File: config.mk
export PLATFORM = sky130hd
export DESIGN_NAME = instr_encoder
export DESIGN_NICKNAME = d
export VERILOG_FILES = /design/src/rtl/instr_encoder.sv
export SDC_FILE = /design/constraint.sdc
export NUM_CORES = 1
export LEC_CHECK = 0
export ABC_AREA = 1
export CORE_UTILIZATION = 40
export CTS_CLUSTER_DIAMETER = 200
export DETAILED_ROUTE_END_ITERATION = 12
export PLACE_DENSITY = 0.7
export SYNTH_ARGS = -nofsm -noshare
export SYNTH_HDL_FRONTEND = slang
export SYNTH_SLANG_ARGS = --single-unit
File: constraint.sdc
create_clock -name clk -period 9.35 [get_ports clk]
set_clock_uncertainty 0.2 [all_clocks]
set_input_delay 1.4025 -clock clk [delete_from_list [all_inputs] [get_ports clk]]
set_output_delay 1.4025 -clock clk [all_outputs]
set_load 0.02 [all_outputs]
File: src/rtl/instr_encoder.sv
// instr_encoder: encodes op requests into MIPS instruction words for the
// single-cycle core subset and tags each word with its load address. Words
// are queued in a DEPTH-entry FIFO with valid/ready handshakes on both sides.
// Optional feature macro: INSTR_ENC_ILLEGAL_TRAP_EN. When it is defined,
// illegal ops are dropped and a sticky err flag is raised. When it is not
// defined, illegal ops are encoded as nop and err is tied low.
module instr_encoder #(
  parameter int unsigned DEPTH   = 4,
  parameter logic [31:0] PC_BASE = 32'h0000_3000
) (
  input  logic        clk,
  input  logic        reset,
  input  logic        flush,
  input  logic        in_valid,
  output logic        in_ready,
  input  logic [3:0]  in_op,
  input  logic [4:0]  in_rs,
  input  logic [4:0]  in_rt,
  input  logic [4:0]  in_rd,
  input  logic [15:0] in_imm,
  input  logic [25:0] in_target,
  output logic        out_valid,
  input  logic        out_ready,
  output logic [31:0] out_instr,
  output logic [31:0] out_pc,
  output logic        err
);

  localparam int unsigned AW = (DEPTH > 1) ? $clog2(DEPTH) : 1;
  localparam logic [AW:0] FULL_COUNT = (AW+1)'(DEPTH);

  typedef enum logic [3:0] {
    OP_NOP = 4'd0,
    OP_ADD = 4'd1,
    OP_SUB = 4'd2,
    OP_JR  = 4'd3,
    OP_ORI = 4'd4,
    OP_LW  = 4'd5,
    OP_SW  = 4'd6,
    OP_BEQ = 4'd7,
    OP_LUI = 4'd8,
    OP_JAL = 4'd9
  } op_e;

  logic [31:0] enc_instr;
  logic        accept;
  logic        push;
  logic        pop;

  logic [AW-1:0] wr_ptr;
  logic [AW-1:0] rd_ptr;
  logic [AW:0]   count;
  logic [31:0]   pc;

  logic [31:0] instr_mem [DEPTH];
  logic [31:0] pc_mem    [DEPTH];

  // Encode the request; fields an op does not use stay zero.
  always_comb begin
    enc_instr = '0;
    case (in_op)
      OP_NOP: enc_instr = '0;
      OP_ADD: enc_instr = {6'b000000, in_rs, in_rt, in_rd, 5'b00000, 6'b100000};
      OP_SUB: enc_instr = {6'b000000, in_rs, in_rt, in_rd, 5'b00000, 6'b100010};
      OP_JR:  enc_instr = {6'b000000, in_rs, 15'b0, 6'b001000};
      OP_ORI: enc_instr = {6'b001101, in_rs, in_rt, in_imm};
      OP_LW:  enc_instr = {6'b100011, in_rs, in_rt, in_imm};
      OP_SW:  enc_instr = {6'b101011, in_rs, in_rt, in_imm};
      OP_BEQ: enc_instr = {6'b000100, in_rs, in_rt, in_imm};
      OP_LUI: enc_instr = {6'b001111, 5'b00000, in_rt, in_imm};
      OP_JAL: enc_instr = {6'b000011, in_target};
      default: enc_instr = '0;
    endcase
  end

  assign in_ready  = (count != FULL_COUNT);
  assign out_valid = (count != '0);
  assign accept    = in_valid & in_ready;
  assign pop       = out_valid & out_ready & ~flush;

`ifdef INSTR_ENC_ILLEGAL_TRAP_EN
  logic illegal_op;

  assign illegal_op = (in_op > 4'd9);
  assign push       = accept & ~illegal_op & ~flush;

  // Sticky trap flag: only reset clears it, flush leaves it alone. An illegal
  // request coinciding with flush is dropped like any other request.
  always_ff @(posedge clk or negedge reset) begin
    if (!reset) begin
      err <= 1'b0;
    end else if (accept && illegal_op && !flush) begin
      err <= 1'b1;
    end
  end
`else
  assign push = accept & ~flush;
  assign err  = 1'b0;
`endif

  // Storage array; contents need no reset since only occupied slots are read.
  always_ff @(posedge clk) begin
    if (push) begin
      instr_mem[wr_ptr] <= enc_instr;
      pc_mem[wr_ptr]    <= pc;
    end
  end

  // Pointers, occupancy and address counter; flush overrides push and pop.
  always_ff @(posedge clk or negedge reset) begin
    if (!reset) begin
      wr_ptr <= '0;
      rd_ptr <= '0;
      count  <= '0;
      pc     <= PC_BASE;
    end else if (flush) begin
      wr_ptr <= '0;
      rd_ptr <= '0;
      count  <= '0;
      pc     <= PC_BASE;
    end else begin
      if (push) begin
        wr_ptr <= wr_ptr + 1'b1;
        pc     <= pc + 32'd4;
      end
      if (pop) begin
        rd_ptr <= rd_ptr + 1'b1;
      end
      case ({push, pop})
        2'b10:   count <= count + 1'b1;
        2'b01:   count <= count - 1'b1;
        default: count <= count;
      endcase
    end
  end

  assign out_instr = instr_mem[rd_ptr];
  assign out_pc    = pc_mem[rd_ptr];

endmodule

# [Word-level counts from Yosys, hierarchy flattened]
# Memory sizes are Yosys's and may differ from the RTL's.
# Index checks and enable logic that the tools add are counted.
[word_totals] in_bits=66 register_bits=39 word_cells=43 n_memories=2 output_inout_bits=67 mem_bits_rw=256
[op_classes] n_reduce_logical=4 bitwise_logic=5 mux=11 n_eq_ne=12 addsub=5
[mem_list] memory="instr_mem" depth=4 width=32 rd=1 rd_ports_with_merged_regs=0 write_ports=1 line="55" text="logic [31:0] instr_mem [DEPTH];"
[mem_list] memory="pc_mem" depth=4 width=32 rd=1 rd_ports_with_merged_regs=0 write_ports=1 line="56" text="logic [31:0] pc_mem [DEPTH];"
[op_table] op="$pmux 32 s9" count=1
[op_table] op="$mux 32" count=2
[op_table] op="$add 32x3->32 const B" count=1
[op_table] op="$eq 4x3->1 const B" count=4
[op_table] op="$eq 4x2->1 const B" count=2
[op_table] op="$eq 4x4->1 const B" count=2
[op_table] op="$mux 2" count=4
[op_table] op="$pmux 3 s2" count=1
[op_table] op="$reduce_bool 3->1" count=2
[op_table] op="$add 2x1->2 const B" count=2
[op_table] op="$and 1x1->1" count=4
[op_table] op="$eq 4x1->1 const B" count=1
[op_table] op="$reduce_bool 2->1" count=2
[op_table] op="$add 3x1->3 const B" count=1
[op_table] op="$mux 3" count=1
[op_table] op="$ne 3x3->1 const B" count=1
[op_table] op="$sub 3x1->3 const B" count=1
[op_table] op="$eq 2x1->1 const B" count=1
[op_table] op="$eq 2x2->1 const B" count=1
[op_table] op="$mux 1" count=2
[op_table] op="$not 1->1" count=1

# [Longest topological paths before layout]
[depth] depth_word=6 ltp_mapped=11 ltp_nobuf=11

# [Worst setup path after synthesis]
# Ideal clock, no wire load.
[synth_timing] path_type="in2reg" from="in in_valid" to="mem instr_mem[0][0], enable pin" arrival_time_ns=4.214 stages=4 path_slack_ns=4.456 n_path_buf=0 required_time_ns=8.670 setup_time_ns=0.480 path_cell_list="nand2_8 -> inv_4 -> nand2_4 -> nor2_1"
[synth_between] elab_chain_len=4
[synth_lines] element="start: declaration" line="14" text="input logic in_valid,"
[synth_lines] element="$and 1x1->1" line="78" text="assign accept = in_valid & in_ready;"
[synth_lines] element="$and 1x1->1" line="97" text="assign push = accept & ~flush;"
[synth_lines] element="$mux 1" line="103" text="if (push) begin"
[synth_lines] element="$mux 1 (not written as such)" line="104" text="instr_mem[wr_ptr] <= enc_instr;"
[synth_lines] element="end: declaration" line="55"
# Every way passes these cells.

# [Worst setup path in the final report]
[layout_timing] from="reg rd_ptr[0]" to="out out_pc[15]"
[layout_between] elab_chain_len=1
[layout_lines] element="start: declaration" line="51" text="logic [AW-1:0] rd_ptr;"
[layout_lines] element="start signal: assignment" line="127" text="rd_ptr <= rd_ptr + 1'b1;"
[layout_lines] element="$mem_v2 4x32"
[layout_lines] element="end: declaration" line="25" text="output logic [31:0] out_pc,"
# Every way passes these cells.

==> results.py <==
metrics = {
    "status": {
        "status": "finished, final reports clean",
    },
    "clock_tree": {
        "clock_latency_ps": 540,
        "cts_tree": "yes",
        "root_buffer": "clkbuf_16",
        "cts-htree-levels": 1,
        "clockBufferDepth": 3,
        "clkTransAtPathRegs_ps": 60,
        "cts-buffers-inserted": 28,
        "post-cts-setup-buffers": 0,
        "cts.sink_count": 281,
        "cts_hold_buf": 0,
        "cts_resized": 0,
    },
    "synth": {
        "synth_seq_area_share_pct": 69.0,
        "syn-cell-area_mm2": 0.0120,
        "synth_warnings": 0,
        "syn_inst": 1062,
        "synth.avg_cell_area_um2": 11.3,
        "ys_types": 38,
        "ys_ff_latch": 281,
    },
    "timing": {
        "fin_hold_ws_ps": 353,
        "rsz0062_at_grt": "false",
        "min_period_ps": 5200,
        "setup-violations-final": 0,
        "finalCritPeriodShare_pct": 55.6,
        "finalHoldViolCount": 0,
        "slew_viol_final": 0,
        "slew_headroom_pct": 32.5,
        "fin_setup_tns_ps": 0,
        "worst_pin_slew_ps": 1010,
        "clock.fmax_ghz": 0.192,
    },
    "setup_path": {
        "start_kind": "flop",
        "path_class": "reg -> out",
        "worstPathArrival_ps": 3600,
        "critPathCaptureType": "primary output",
        "path_max_fanout": 76,
        "required_ps": 7750,
    },
    "drt": {
        "via_count": 8321,
        "viasPerCell": 5.25,
        "wl_um": 27500,
        "wire_per_inst_um": 17.3,
        "final_antenna_net_count": 0,
        "drt_iter0_drc": 798,
        "drtPass1Iterations": 5,
        "drc": 0,
    },
    "floorplanning": {
        "core_mm2": 0.0291,
        "floorplan.initialDensity_pct": 41.1,
        "ios": 133,
        "die_area_mm2": 0.0306,
        "die_x_um": 175,
        "row_count": 62,
        "die_height_um": 175,
    },
    "place": {
        "place_hpwl_um": 16700,
        "dp_cells": 1534,
        "portBuffers": 128,
        "place.gp.congestion": 0.870,
    },
    "global_route": {
        "grt_pass1_vias": 8004,
        "gr-total-overflow": 0,
        "grt_usage_pct": 17.8,
        "grt_first_pass_wirelength_um": 43100,
        "grt_max_degree": 77,
        "antenna_found_initial": 0,
    },
    "run": {
        "cap_violations": 0,
    },
    "pwr": {
        "leakage_uw": 0.00508,
        "power.total_uw": 3410,
        "powerDensity_mw_per_mm2": 235,
        "peakVddDrop_v": 0.000190,
    },
    "cells_and_area": {
        "finalNetCount": 1252,
        "area_growth_pct": 21.1,
        "fillCellCount": 2548,
        "drive_gt1_share_pct": 7.74,
        "fin_util_pct": 49.8,
        "layoutNonFillerInstCount": 1586,
        "diodes": 0,
    },
    "worst_hold_path": {
        "hp-class": "reg -> reg",
    },
}
[sequential cells by signal, indices dropped and copies added, names as in the netlist]
register   count
wr_ptr         2
count          3
pc            30
pc_mem       120
rd_ptr         2
instr_mem    124
[path summary, 6_finish.rpt]
kind                       startpoint               end  slack, ps  cells past startpoint
max                         rd_ptr[0]        out_pc[15]       4150                      5
min                            pc[13]            pc[13]        350                      2
max reg2reg                  count[0]  instr_mem[3][16]       6390                      7
min reg2reg                    pc[13]            pc[13]        350                      2
max in group asynchronous       reset         rd_ptr[0]       7530                      1
min in group asynchronous       reset            pc[22]        790                      1
[Yosys cell counts]
master    number  share of area, %
o21ai_0      148               6.2
o21ai_2        1             0.073
nor2_1       183               5.7
a22o_1         9              0.66
xnor2_1        1             0.073
nand2_2        9              0.47
clkinv_1       2             0.063
nor3_1         3              0.13
clkbuf_1      25              0.78
edfxtp_1     244                61
o21bai_2       1             0.094
xor2_1         2              0.15
nand2_8        1              0.17
o21bai_1       1             0.063
inv_1         60               1.9
dfstp_2        2              0.44
ha_1           5              0.52
buf_4          5              0.31
a21oi_2        1             0.073
o21ai_1        1             0.042
conb_1         1             0.031
inv_2          1             0.031
nand4_2        1              0.10
nand3_1       32               1.3
o22ai_1       61               3.2
fa_1           1              0.17
nand2_4        3              0.28
buf_2         21              0.88
nand3_2        1             0.084
nor2_4         5              0.47
nand2_1      160               5.0
dfrtp_1       35               7.3
a21oi_1       12              0.50
a22oi_1        1             0.063
nor2_8         1              0.17
inv_4          1             0.052
nor2_2         8              0.42
nand4_1       13              0.68
[where the power goes]
group	internal [uW]	switching, uW
logic	329	525
clock network	617	457
registers	1440	45.2
total	2380	1030
[worst max-delay path, cell delays in order (launching register included)]
cell             delay [ps]
dfrtp_4                 690
clkinv_2                510
buf_4                   710
o21ai_0                 160
o22ai_1                 280
clkdlybuf4s50_1         670
[kinds of logic after synthesis]
group	after synthesis	synth area share, %
simple gates	420	15.1
flops	281	69.0
compound gates	236	11.0
buf+inv	115	4.01
fa+ha+maj	6	0.690
xor+xnor	3	0.220
other cells	1	0.0314
[stage by stage]
stage / worst slack, ps / instance area, um2
2_1_floorplan: 4460 / 12000
3_3_place_gp: 4470 / 13600
3_5_place_dp: 4400 / 13600
4_1_cts: 4120 / 14500
5_1_grt: 3900 / 14500
6_report: 4150 / 14500
[cell usage in the layout (no fill, tap or decap), types with 2 or more instances in the layout]
cell type,instances
nor2_1,179
o21ai_0,148
o22ai_1,61
nand2_4,3
clkbuf_8,3
conb_1,4
a21oi_1,12
clkinv_2,6
xor2_1,2
dfrtp_1,33
nand3_1,32
ha_1,5
nand2_2,9
clkbuf_1,4
clkinv_1,9
nor2_4,9
edfxtp_1,244
clkbuf_16,29
dfstp_2,2
inv_1,59
nand4_1,13
buf_4,8
clkdlybuf4s50_1,127
nor2_2,8
nor3_1,3
a22o_1,9
nand2_1,160
[per-layer routing]
metal  track usage (%)  vias up  routed length [um]
li1                  -     3966                   -
met1              24.7     4085               12300
met2              29.4      235               13200
met3              2.89       35                1620
met4              4.38        0                 423
met5                 0        -                   0
[final cells by class]
class	count	area [um2]	share of cell area (%)
timing repair buffer	136	1340	9.23
sequential	281	8260	57.0
clock buffer	36	782	5.40
tap	384	480	3.32
inverter	64	244	1.68
clock inverter	16	114	0.786
multi-input combinational	669	3270	22.6
Note: power is estimated with default switching activity, not from simulation.
